[src/rtl/axi_tdd_ng_sync_gen.sv]
`default_nettype none
// ============================================================================
//  Module   : axi_tdd_ng_sync_gen (plus package axi_tdd_ng_pkg)
//  Purpose  : Sync source controller for the TDD engine. Merges an internal
//             periodic timer, an external sync pin and a software one-shot
//             into a single-cycle registered tdd_sync pulse. It also flags
//             syncs issued while the counter is not ARMED (sticky overrun)
//             and counts issued syncs.
//  Ports    :
//    clk                  in   TDD clock
//    resetn               in   asynchronous active-low reset
//    tdd_enable           in   block enable (shared with the TDD counter)
//    tdd_cstate           in   current TDD counter state
//    tdd_sync_int         in   internal periodic source enable
//    tdd_sync_ext         in   external source enable
//    tdd_sync_soft        in   software sync request (one-cycle pulse)
//    tdd_sync_period      in   internal period in cycles, 0 = timer off
//    sync_in              in   external sync pin, rising-edge active
//    tdd_sync_overrun_clr in   clears the overrun flag (one-cycle pulse)
//    tdd_sync             out  registered sync pulse to the counter
//    tdd_sync_overrun     out  sticky: sync issued while counter not ARMED
//    tdd_sync_count       out  syncs issued since enable (wraps)
//  Build option :
//    AXI_TDD_NG_SYNC_EXT_CDC_EN  - when defined, sync_in passes through a
//    2-flop synchronizer, so the pin may be asynchronous to clk and the
//    external path latency grows from 2 to 4 cycles.
//  Revision : 1.0 - initial release
// ============================================================================

package axi_tdd_ng_pkg;
    typedef enum logic [1:0] {
        IDLE    = 2'b00,
        ARMED   = 2'b01,
        WAITING = 2'b10,
        RUNNING = 2'b11
    } state_t;
endpackage

module axi_tdd_ng_sync_gen #(
    parameter int SYNC_COUNT_WIDTH  = 64,
    parameter int EVENT_COUNT_WIDTH = 32
) (
    input  logic                         clk,
    input  logic                         resetn,
    input  logic                         tdd_enable,
    input  axi_tdd_ng_pkg::state_t       tdd_cstate,
    input  logic                         tdd_sync_int,
    input  logic                         tdd_sync_ext,
    input  logic                         tdd_sync_soft,
    input  logic [SYNC_COUNT_WIDTH-1:0]  tdd_sync_period,
    input  logic                         sync_in,
    input  logic                         tdd_sync_overrun_clr,
    output logic                         tdd_sync,
    output logic                         tdd_sync_overrun,
    output logic [EVENT_COUNT_WIDTH-1:0] tdd_sync_count
);

    localparam logic [SYNC_COUNT_WIDTH-1:0]  c_tmr_one = SYNC_COUNT_WIDTH'(1);
    localparam logic [EVENT_COUNT_WIDTH-1:0] c_cnt_one = EVENT_COUNT_WIDTH'(1);

    // ------------------------------------------------------------------------
    // External pin conditioning
    // ------------------------------------------------------------------------
    logic w_sync_in_pre;     // pin as seen by the input register
    logic r_sync_in_d;       // input register
    logic r_sync_in_hist;    // previous value, for rising-edge detection

`ifdef AXI_TDD_NG_SYNC_EXT_CDC_EN
    // Two-flop synchronizer; the pin may be asynchronous to clk. These flops
    // keep running regardless of tdd_enable so the chain is always settled.
    (* ASYNC_REG = "TRUE" *) logic r_cdc_meta;
    (* ASYNC_REG = "TRUE" *) logic r_cdc_sync;

    always_ff @(posedge clk or negedge resetn) begin
        if (!resetn) begin
            r_cdc_meta <= 1'b0;
            r_cdc_sync <= 1'b0;
        end else begin
            r_cdc_meta <= sync_in;
            r_cdc_sync <= r_cdc_meta;
        end
    end

    assign w_sync_in_pre = r_cdc_sync;
`else
    // Pin is synchronous to clk; feed the input register directly.
    assign w_sync_in_pre = sync_in;
`endif

    // The input register belongs to the pin path and is not cleared by
    // tdd_enable; only the edge history is.
    always_ff @(posedge clk or negedge resetn) begin
        if (!resetn) begin
            r_sync_in_d <= 1'b0;
        end else begin
            r_sync_in_d <= w_sync_in_pre;
        end
    end

    always_ff @(posedge clk or negedge resetn) begin
        if (!resetn) begin
            r_sync_in_hist <= 1'b0;
        end else if (!tdd_enable) begin
            r_sync_in_hist <= 1'b0;
        end else begin
            r_sync_in_hist <= r_sync_in_d;
        end
    end

    // ------------------------------------------------------------------------
    // Event sources
    // ------------------------------------------------------------------------
    logic [SYNC_COUNT_WIDTH-1:0] r_timer;
    logic [SYNC_COUNT_WIDTH-1:0] w_period_m1;
    logic                        w_tmr_en;
    logic                        w_int_event;
    logic                        w_ext_event;
    logic                        w_soft_event;
    logic                        w_any_event;

    assign w_tmr_en     = tdd_enable & tdd_sync_int & (tdd_sync_period != '0);
    assign w_period_m1  = tdd_sync_period - c_tmr_one;

    // Equality compare only: if the period shrinks below the current timer
    // value, the timer runs on to all-ones and wraps naturally.
    assign w_int_event  = w_tmr_en & (r_timer == w_period_m1);
    assign w_ext_event  = tdd_enable & tdd_sync_ext & r_sync_in_d & ~r_sync_in_hist;
    assign w_soft_event = tdd_enable & tdd_sync_soft;
    assign w_any_event  = w_int_event | w_ext_event | w_soft_event;

    // ------------------------------------------------------------------------
    // Period timer
    // Any issued sync (from any source) returns the timer to 0, so the timer
    // reads 0 in the cycle tdd_sync is high and the next internal sync lands
    // exactly one period after the last issued sync. The internal wrap is the
    // same mechanism, since an internal event is itself an issued sync.
    // ------------------------------------------------------------------------
    always_ff @(posedge clk or negedge resetn) begin
        if (!resetn) begin
            r_timer <= '0;
        end else if (!w_tmr_en || w_any_event) begin
            r_timer <= '0;
        end else begin
            r_timer <= r_timer + c_tmr_one;
        end
    end

    // ------------------------------------------------------------------------
    // Merged sync pulse and issued-sync counter
    // Simultaneous events collapse into one pulse and one increment. All
    // events are already gated by tdd_enable, so a disabled block issues
    // nothing.
    // ------------------------------------------------------------------------
    always_ff @(posedge clk or negedge resetn) begin
        if (!resetn) begin
            tdd_sync <= 1'b0;
        end else begin
            tdd_sync <= w_any_event;
        end
    end

    always_ff @(posedge clk or negedge resetn) begin
        if (!resetn) begin
            tdd_sync_count <= '0;
        end else if (!tdd_enable) begin
            tdd_sync_count <= '0;
        end else if (w_any_event) begin
            tdd_sync_count <= tdd_sync_count + c_cnt_one;
        end
    end

    // ------------------------------------------------------------------------
    // Overrun flag
    // Sticky across tdd_enable; only reset or the clear pulse drops it. A new
    // overrun in the same cycle as a clear takes priority so it is never lost.
    // ------------------------------------------------------------------------
    always_ff @(posedge clk or negedge resetn) begin
        if (!resetn) begin
            tdd_sync_overrun <= 1'b0;
        end else if (w_any_event && (tdd_cstate != axi_tdd_ng_pkg::ARMED)) begin
            tdd_sync_overrun <= 1'b1;
        end else if (tdd_sync_overrun_clr) begin
            tdd_sync_overrun <= 1'b0;
        end
    end

endmodule

`default_nettype wire
[config.mk]
export PLATFORM = sky130hd
export DESIGN_NAME = axi_tdd_ng_sync_gen
export DESIGN_NICKNAME = d
export VERILOG_FILES = /design/src/rtl/axi_tdd_ng_sync_gen.sv
export SDC_FILE = /design/constraint.sdc
export NUM_CORES = 1
export LEC_CHECK = 0
export ABC_AREA = 1
export CAP_MARGIN = 20
export CORE_MARGIN = 1
export CORE_UTILIZATION = 39
export DETAILED_ROUTE_END_ITERATION = 8
export PLACE_DENSITY_LB_ADDON = 0.05
export SYNTH_ARGS = -nofsm -noshare
export SYNTH_HDL_FRONTEND = slang
export SYNTH_SLANG_ARGS = --single-unit
[constraint.sdc]
create_clock -name clk -period 2.05 [get_ports clk]
set_clock_uncertainty 0.05 [all_clocks]
set_input_delay 0.41 -clock clk [delete_from_list [all_inputs] [get_ports clk]]
set_output_delay 0.41 -clock clk [all_outputs]
set_load 0.01 [all_outputs]
==> results of run 1 <==
[power breakdown]
part	internal (mW)	switching, mW	leakage, nW	total (mW)
combinational	0.471	0.548	4.96	1.02
sequential	1.99	0.0167	1.39	2.00
clock	0.855	0.854	0.141	1.71
[worst register-to-register path: stages (launching register included)]
cell and delay (ps):
dfrtp_1 390, buf_6 130, nand2_2 60, inv_1 40, nor2_1 70, nand2_1 60, nand2_1 70, nand2_1 60
inv_1 50, nand2_1 50, nor2_2 120, nand2_2 90, nor2_2 100, nand2_1 70, nor2_2 110, nand2_1 60
nor2_2 130, nand3_4 130, nand3_4 140, buf_12 150, clkbuf_16 160, nor2_2 30
[state kept, by name, summed over array words and instances (netlist names)]
signal / cells
r_timer: 64
tdd_sync_count: 32
r_sync_in_d: 1
r_sync_in_hist: 1
tdd_sync: 1
tdd_sync_overrun: 1
[Yosys cell counts, types with 12 or more instances]
| master | n | share of area (%) |
|---|---|---|
| nand2_1 | 428 | 18 |
| nor2_1 | 320 | 13 |
| inv_1 | 161 | 6.7 |
| xor2_1 | 116 | 11 |
| dfrtp_1 | 100 | 28 |
| nand4_1 | 69 | 4.8 |
| nand3_1 | 61 | 3.4 |
| nor3_1 | 42 | 2.3 |
| xnor2_1 | 32 | 3.1 |
| nand3b_1 | 14 | 1.2 |
| nor4_1 | 14 | 0.97 |
| o21ai_0 | 12 | 0.66 |
[area by class of cell]
cell class	instances	area (µm²)
clock buffers	9	225
clock inverters	7	70.1
fillers	2104	8310
inverters	163	618
multi-input cells	1169	6620
flip-flops and latches	100	2500
well taps	285	357
repair buffers	467	4010
[worst paths after layout]
| path | startpoint | end | slack [ps] |
|---|---|---|---|
| setup / recovery | tdd_sync_period[2] | r_timer[16]$_DFF_PN0_ | -530 |
| hold / removal | r_sync_in_d$_DFF_PN0_ | r_sync_in_hist$_DFF_PN0_ | 410 |
| setup reg to reg | r_timer[4]$_DFF_PN0_ | r_timer[16]$_DFF_PN0_ | -400 |
| hold reg to reg | r_sync_in_d$_DFF_PN0_ | r_sync_in_hist$_DFF_PN0_ | 410 |
| max in group asynchronous | resetn | tdd_sync_count[0]$_DFFE_PN0P_ | 860 |
| min in group asynchronous | resetn | r_timer[46]$_DFF_PN0_ | 460 |
[kinds of logic (layout without fill, tap and decap cells)]
group                      Yosys count  count (layout)  synth area share (%)
xor gates and xnor gates           148             148                  14.3
DFF                                100             100                  27.7
and+or+nand+nor                    991             995                  47.9
buffers and inverters              184             646                  8.14
AOI/OAI and AO/OA                   22              22                  1.34
adders and majority gates            4               4                 0.554
[layer usage]
layer / wire length, µm / vias up / part of all wire [%] / global-route usage (%)
met5: 0 / - / 0 / 0
met4: 1340 / 0 / 3.8 / 12.2
met3: 1540 / 70 / 4.4 / 3.03
met2: 16600 / 276 / 47 / 50.7
met1: 16000 / 4965 / 45 / 39.5
li1: - / 5476 / - / -
[cells in the final DEF, fill, tap and decap left out, types with 4 or more instances in the layout]
| cell type | Yosys | final |
|---|---|---|
| nand2_1 | 428 | 390 |
| buf_4 | 7 | 318 |
| nor2_1 | 320 | 210 |
| inv_1 | 161 | 158 |
| xor2_1 | 116 | 115 |
| dfrtp_1 | 100 | 100 |
| nor2_2 | 9 | 79 |
| nand4_1 | 69 | 69 |
| nand3_1 | 61 | 54 |
| nor2_4 | 6 | 47 |
| clkdlybuf4s50_1 | 0 | 46 |
| nor3_1 | 42 | 40 |
| dlygate4sd2_1 | 0 | 38 |
| nand2_2 | 6 | 36 |
| buf_6 | 2 | 32 |
| xnor2_1 | 32 | 31 |
| nand3b_1 | 14 | 14 |
| nor4_1 | 14 | 12 |
| buf_12 | 0 | 12 |
| clkbuf_16 | 0 | 11 |
| nand3_4 | 3 | 10 |
| o21ai_0 | 12 | 9 |
| nand2_4 | 1 | 7 |
| buf_2 | 3 | 7 |
| o21ai_1 | 3 | 5 |
| nand3_2 | 2 | 5 |
| nor3b_1 | 4 | 4 |
| clkdlybuf4s15_1 | 0 | 4 |
[timing repair]
item | in CTS | in global routing
endpoints found under the setup margin | 98 | 98
endpoints found under the hold margin | 23 | 0
hold buffers | 1 | 0
buffers inserted | 30 | 6
resized for setup | 319 | 62
pin swaps | 98 | 23
cloned | 7 | 2
==> impl_metrics.py, run 1 <==
metrics = {
    "sta": {
        "fin_ws_ps": -534,
        "fmax_mhz": 387,
        "drv_slew": 0,
        "rsz0062_at_grt": "true",
        "slew_headroom_pct": 73.2,
        "period_share_pct": 126,
        "worstMarginPinSlew_ps": 399,
        "fin_setup_tns_ps": -47950,
        "post-route-min-period_ps": 2580,
        "hold_viol": 0,
        "setup_violations": 98,
        "hold_ws_ps": 414,
    },
    "routing": {
        "viasPerCell": 4.90,
        "drt_iter0_drc": 638,
        "wire_per_inst_um": 16.1,
        "post-route-drc-count": 0,
        "postRouteAntennaNets": 0,
        "drt-total-wl_um": 35400,
        "num_vias": 10800,
        "dr.pass1.iters": 5,
    },
    "clocking": {
        "cts_buffer_depth": 2,
        "numCtsBuffers": 9,
        "cts_tree": "done",
        "cts.sink_count": 100,
        "clk_pin_slew_ps": 70,
        "htree_levels": 3,
        "clk_latency_ps": 350,
        "cts-root-buf": "clkbuf_16",
    },
    "setup_path": {
        "startpoint_type": "input pin",
        "crit_path_end_kind": "flop",
        "critPathMaxStageDelay_ps": 260,
        "path_depth": 18,
        "cp_top_family": "simple AND/OR/NAND/NOR gates",
        "cp.buffers_inverters": 5,
        "path_class": "in -> reg",
        "crit_required_ps": 2240,
        "crit_arrival_ps": 2780,
        "reg2reg_depth": 21,
        "crit_chain": "buf_8, buf_6, nor2_4, nand2_8, nor2_8, nand2_4, nor2_4, buf_6, xor2_1, nand3_1, nor2_1, nand2_1, nor2_2, nand3_4, nand3_4, buf_12, clkbuf_16, nor2_2",
        "cp_max_fo": 7,
        "critPathSlowestCell": "nor2_8",
    },
    "global_route": {
        "grt_pass1_wl_um": 55200,
        "grt_pass1_vias": 10600,
        "grt-ovfl-total": 0,
        "grtUsageTotal_pct": 30.1,
        "grt_max_degree": 39,
        "antenna_found_initial": 0,
    },
    "logic_synthesis": {
        "synthArstFlopShare_pct": 100,
        "synthFlopType": "dfrtp_1",
        "avgSynthCellArea_um2": 6.24,
        "postSynthCellCount": 1449,
        "netlist_area_um2": 9040,
        "syn-num-nets": 1527,
        "ys_types": 39,
        "synth_edf_count": 0,
        "ys_seq_area_share_pct": 27.7,
        "ys_warn_count": 0,
        "ys_ff_latch": 100,
    },
    "power_and_ir_drop": {
        "peakVddDrop_mv": 0.334,
        "power_density_nw_per_um2": 329,
        "finalPower_mw": 4.73,
        "p_leak_nw": 6.49,
    },
    "flow_run": {
        "drv_cap": 0,
    },
    "die": {
        "ioPinCount": 108,
        "die_h_um": 154,
        "core_area_um2": 22700,
        "initial_core_util_pct": 39.8,
        "die_area_um2": 23800,
        "rows": 55,
        "die_x_um": 154,
    },
    "finish": {
        "fin_nets": 1988,
        "finalNonFillerCells": 2200,
        "fin_util_pct": 63.4,
        "area_growth_pct": 59.4,
        "fin_area_um2": 14400,
        "drive_gt1_share_pct": 31.3,
        "antennaDiodeCount": 0,
    },
    "status": {
        "violations": "setup timing",
        "status": "complete, but fails checks",
    },
    "placement": {
        "port_buffers": 107,
        "hpwl_um": 27600,
        "dp_cells": 2140,
        "gp_congestion": 0.969,
        "place_ws_ps": -1330,
        "postPlaceCellArea_um2": 12900,
    },
    "min_path": {
        "whs_path_depth": 2,
        "hold_path.class": "reg -> reg",
    },
}
Power figures use the tool's default switching activity.
==> run 2: changes to the inputs <==
Settings changed: PLACE_DENSITY set to 0.69, PLACE_DENSITY_LB_ADDON 0.05 to unset.
==> impl_metrics.py, run 2 (synthesis results as in run 1) <==
metrics = {
    "status": {
        "status": "complete, but fails checks",
        "violations": "hold timing, setup timing",
    },
    "global_route": {
        "antenna_found_initial": 0,
        "grtUsageTotal_pct": 29.3,
        "grt_max_degree": 67,
        "grt-ovfl-total": 0,
        "grt_pass1_vias": 10900,
        "grt_pass1_wl_um": 54700,
    },
    "placement": {
        "dp_cells": 2119,
        "port_buffers": 107,
        "gp_congestion": 1.00,
        "hpwl_um": 26600,
        "postPlaceCellArea_um2": 12700,
    },
    "routing": {
        "wl_met3_um": 1920,
        "wl_met1_um": 15200,
        "dr.pass1.iters": 5,
        "postRouteAntennaNets": 0,
        "post-route-drc-count": 0,
        "drt-total-wl_um": 35200,
        "num_vias": 11100,
        "wire_per_inst_um": 16.1,
        "viasPerCell": 5.10,
        "met2_length_um": 17200,
        "drt_iter0_drc": 704,
        "top_layer": "met4",
    },
    "die": {
        "initial_core_util_pct": 39.8,
        "die_x_um": 154,
        "ioPinCount": 108,
        "rows": 55,
        "die_area_um2": 23800,
        "core_area_um2": 22700,
        "die_h_um": 154,
    },
    "finish": {
        "num-fill-cells": 2048,
        "finalNonFillerCells": 2183,
        "fin_util_pct": 62.7,
        "largest_registers": "r_timer (64), tdd_sync_count (32)",
        "most-common-layout-cells": "374 x nand2_1, 315 x buf_4, 215 x nor2_1",
        "layout_commonest_cell": "nand2_1",
        "drive_gt1_share_pct": 32.1,
        "fin_nets": 1972,
        "regMostFlops": "r_timer",
        "largest_register_ff_count": 64,
        "antennaDiodeCount": 0,
        "area_growth_pct": 57.6,
        "fin_area_um2": 14200,
    },
    "power_and_ir_drop": {
        "power_density_nw_per_um2": 348,
        "p_leak_nw": 6.46,
        "peakVddDrop_mv": 0.327,
    },
    "setup_path": {
        "r2r_start": "r_timer[20]$_DFF_PN0_",
        "critPathMaxStageDelay_ps": 250,
        "path_depth": 18,
        "worstSetupEndpoint": "r_timer[10]$_DFF_PN0_",
        "startpoint_type": "input pin",
        "cp.buffers_inverters": 4,
        "critPathSlowestCell": "clkdlybuf4s15_1",
        "crit_required_ps": 2250,
        "crit_arrival_ps": 2810,
        "r2r_slack_ps": -440,
        "crit_chain": "clkdlybuf4s15_1, nor2_2, nand2_2, nor2_4, buf_4, nand3_4, nor2_4, nand3_1, nand2_1, nand2_1, nor2_1, nand2_1, nor2_2, nand3_4, buf_6, nand3_4, clkbuf_16, nor2_1",
        "cp_top_family": "simple AND/OR/NAND/NOR gates",
        "cp_max_fo": 14,
        "reg2reg_to": "r_timer[10]$_DFF_PN0_",
        "path_class": "in -> reg",
        "reg2reg_depth": 17,
        "crit_start": "tdd_sync_period[23]",
        "crit_path_end_kind": "flop",
    },
    "sta": {
        "period_share_pct": 128,
        "fmax_mhz": 383,
        "post-route-min-period_ps": 2610,
        "worstMarginPinSlew_ps": 619,
        "fin_ws_ps": -564,
        "slew_headroom_pct": 58.6,
        "hold_ws_ps": -0.405,
        "setup_violations": 98,
        "hold_viol": 2,
        "rsz0062_at_grt": "true",
        "fin_setup_tns_ps": -51640,
        "drv_slew": 0,
    },
    "clocking": {
        "clk_pin_slew_ps": 70,
        "clk_latency_ps": 350,
        "htree_levels": 3,
        "cts_tree": "done",
        "numCtsBuffers": 9,
        "cts-root-buf": "clkbuf_16",
        "cts_buffer_depth": 2,
        "hold_buffers": 0,
        "cts.sink_count": 100,
    },
    "flow_run": {
        "drv_cap": 0,
    },
    "min_path": {
        "hold_path.class": "in -> async",
    },
}
-- run 2: how the worst min path moves through the flow --
stage | slack [ps] | end
2_1_floorplan | 60 | r_sync_in_d$_DFF_PN0_
3_3_place_gp | 400 | tdd_sync_count[0]$_DFFE_PN0P_
3_5_place_dp | 410 | tdd_sync_count[6]$_DFFE_PN0P_
4_1_cts | 30 | tdd_sync_count[6]$_DFFE_PN0P_
5_1_grt | 40 | tdd_sync_count[6]$_DFFE_PN0P_
6_report | -0.4 | tdd_sync_count[6]$_DFFE_PN0P_
-- run 2: metrics by stage --
step | worst slack, ps | total power, mW
floorplan | -239 | 2.37
global placement | -1200 | 2.88
detailed placement | -1280 | 2.89
CTS | -472 | 4.91
global route | -684 | 5.13
finish | -564 | 4.95
-- run 2: final cells by class --
cell class,instances,area [µm²],share of cell area (%)
clock buffers,11,243,1.70
repair buffers,452,3770,26.5
well taps,285,357,2.50
inverters,163,618,4.34
multi-input cells,1168,6650,46.7
clock inverters,4,97.6,0.685
flip-flops and latches,100,2500,17.6
-- run 2: routing by layer --
metal  vias to the layer above  global-route usage (%)
met3                        57                    2.55
met4                         0                    9.48
met2                       367                    51.0
li1                       5448                       -
met5                         -                       0
met1                      5252                    38.3
-- run 2: worst register-to-register path, stage by stage, from the launching register on --
cell       delay [ps]
dfrtp_1           380
buf_4             150
xnor2_1           280
inv_1             100
nand2_2            80
nand2_1            50
inv_1              40
nand2_1            50
nor2_2            100
nand2_1            80
nor2_2            110
nand2_1            80
nor2_2            150
nand3_4           120
buf_6             150
nand3_4           150
clkbuf_16         220
nor2_1             50
-- run 2: power breakdown --
part           switching, mW  leakage, nW  internal, mW
combinational          0.550         4.91         0.433
sequential            0.0103         1.39          1.99
clock                  0.752        0.162          1.22
-- run 2: repair_timing --
action / 4_1_cts / 5_1_grt
buffers inserted: 27 / 15
gates resized for setup: 278 / 126
gates cloned: 6 / 1
pin swaps: 90 / 60
setup endpoints to repair: 98 / 98
==> run 3: changes to the inputs <==
Settings changed: RECOVER_POWER set to 50.
==> impl_metrics.py, run 3 (synthesis results as in run 1) <==
metrics = {
    "min_path": {
        "hold_path.class": "in -> async",
    },
    "clocking": {
        "cts-root-buf": "clkbuf_16",
        "numCtsBuffers": 9,
        "hold_buffers": 0,
        "cts_buffer_depth": 2,
        "cts.sink_count": 100,
        "htree_levels": 3,
        "clk_pin_slew_ps": 70,
        "cts_tree": "done",
        "clk_latency_ps": 360,
    },
    "placement": {
        "gp_congestion": 1.00,
        "hpwl_um": 26600,
        "port_buffers": 107,
        "place_ws_ps": -1280,
        "dp_cells": 2119,
    },
    "routing": {
        "num_vias": 11100,
        "viasPerCell": 5.07,
        "postRouteAntennaNets": 0,
        "wire_per_inst_um": 16.1,
        "post-route-drc-count": 0,
        "drt_iter0_drc": 750,
        "drt-total-wl_um": 35100,
        "dr.pass1.iters": 5,
    },
    "setup_path": {
        "startpoint_type": "input pin",
        "path_depth": 18,
        "crit_arrival_ps": 2780,
        "reg2reg_depth": 17,
        "crit_required_ps": 2250,
        "cp_max_fo": 14,
        "critPathSlowestCell": "clkdlybuf4s15_1",
        "path_class": "in -> reg",
        "crit_chain": "clkdlybuf4s15_1, nor2_2, nand2_2, nor2_4, buf_4, nand3_4, o21ai_2, nand2_1, nor2_1, nand2_1, nor2_2, nand2_1, nor2_2, nand3_4, buf_6, nand3_4, clkbuf_16, nor2_1",
        "critPathMaxStageDelay_ps": 250,
        "cp_top_family": "simple AND/OR/NAND/NOR gates",
        "crit_path_end_kind": "flop",
        "cp.buffers_inverters": 4,
    },
    "sta": {
        "hold_viol": 0,
        "drv_slew": 67,
        "rsz0062_at_grt": "true",
        "fin_ws_ps": -536,
        "fin_setup_tns_ps": -48960,
        "period_share_pct": 126,
        "fmax_mhz": 387,
        "worstMarginPinSlew_ps": 1650,
        "slew_headroom_pct": -10.2,
        "post-route-min-period_ps": 2590,
        "setup_violations": 98,
    },
    "power_and_ir_drop": {
        "p_leak_nw": 6.45,
        "swShare_pct": 26.6,
        "comb_power_share_pct": 19.7,
        "power_density_nw_per_um2": 348,
        "seq_power_share_pct": 40.4,
        "power_frac_clock_pct": 39.9,
        "intPower_mw": 3.64,
        "peakVddDrop_mv": 0.328,
        "p_sw_mw": 1.31,
    },
    "finish": {
        "drive_gt1_share_pct": 32.0,
        "num-fill-cells": 2048,
        "largest_registers": "r_timer (64), tdd_sync_count (32)",
        "finalNonFillerCells": 2183,
        "antennaDiodeCount": 0,
        "fin_nets": 1972,
        "regMostFlops": "r_timer",
        "largest_register_ff_count": 64,
        "most-common-layout-cells": "374 x nand2_1, 313 x buf_4, 215 x nor2_1",
        "layout_commonest_cell": "nand2_1",
        "area_growth_pct": 57.4,
    },
    "die": {
        "ioPinCount": 108,
        "initial_core_util_pct": 39.8,
        "die_h_um": 154,
        "die_x_um": 154,
        "core_area_um2": 22700,
        "rows": 55,
        "die_area_um2": 23800,
    },
    "status": {
        "violations": "capacitance limit, slew limit, setup timing",
        "status": "complete, but fails checks",
    },
    "global_route": {
        "grtUsageTotal_pct": 29.3,
        "grt_max_degree": 67,
        "grt_pass1_vias": 10900,
        "antenna_found_initial": 0,
        "grt-ovfl-total": 0,
        "grt_pass1_wl_um": 54700,
    },
    "flow_run": {
        "drv_cap": 1,
    },
}
## run 3: routing by layer
| metal | routed length [µm] | track usage, % | share of wire, % | up-vias |
|---|---|---|---|---|
| li1 | - | - | - | 5447 |
| met1 | 15400 | 38.3 | 44 | 5214 |
| met2 | 17200 | 51.0 | 49 | 351 |
| met3 | 1780 | 2.55 | 5.1 | 54 |
| met4 | 846 | 9.48 | 2.4 | 0 |
| met5 | 0 | 0 | 0 | - |
## run 3: what timing repair did
action,CTS,global route
hold endpoints to repair,0,0
gates resized for setup,278,126
pin swaps,90,60
cloned,6,1
setup buffers,27,15
setup endpoints to repair,98,98
## run 3: area by class of cell
type / instances / area, µm² / area share (%)
multi-input cells: 1168 / 6650 / 46.8
repair buffers: 452 / 3750 / 26.3
well taps: 285 / 357 / 2.51
clock buffers: 11 / 243 / 1.71
flip-flops and latches: 100 / 2500 / 17.6
inverters: 163 / 618 / 4.35
clock inverters: 4 / 97.6 / 0.686
## run 3: worst paths after layout
kind                       slack (ps)                            to                          from
min in group clk                  440  tdd_sync_overrun$_DFFE_PN0P_  tdd_sync_overrun$_DFFE_PN0P_
max in group asynchronous         380         r_timer[61]$_DFF_PN0_                        resetn
max reg2reg                      -430         r_timer[10]$_DFF_PN0_         r_timer[20]$_DFF_PN0_
min                               270  tdd_sync_overrun$_DFFE_PN0P_                        resetn
min reg2reg                       440  tdd_sync_overrun$_DFFE_PN0P_  tdd_sync_overrun$_DFFE_PN0P_
max                              -540         r_timer[10]$_DFF_PN0_           tdd_sync_period[23]
## run 3: power groups by stage
stage	clock network [mW]	registers, mW	logic [mW]
finish	1.98	2.00	0.977
global route	2.07	2.00	1.05
CTS	2.00	2.00	0.908
detailed placement	0	2.04	0.851
global placement	0	2.04	0.849
floorplan	0	2.05	0.322
## run 3: through the flow
step                      hold WS (ps)  area (µm²)  total power, mW  utilization, %
after CTS                         27.4       13800             4.91            60.7
after detailed placement           405       12700             2.89            55.8
final                              270       14200             4.95            62.6
after global routing               344       14200             5.12            62.6
after global placement             397       12700             2.88            55.8
after floorplan                   64.4        9110             2.37               -
## run 3: worst register-to-register path, stage by stage, from the launching register on
cell and delay (ps):
dfrtp_1 380, buf_4 150, xnor2_1 270, inv_1 100, nand2_2 80, nand2_1 50, inv_1 40, nand2_1 50
nor2_2 100, nand2_1 80, nor2_2 110, nand2_1 80, nor2_2 140, nand3_4 120, buf_6 150, nand3_4 150
clkbuf_16 220, nor2_1 50
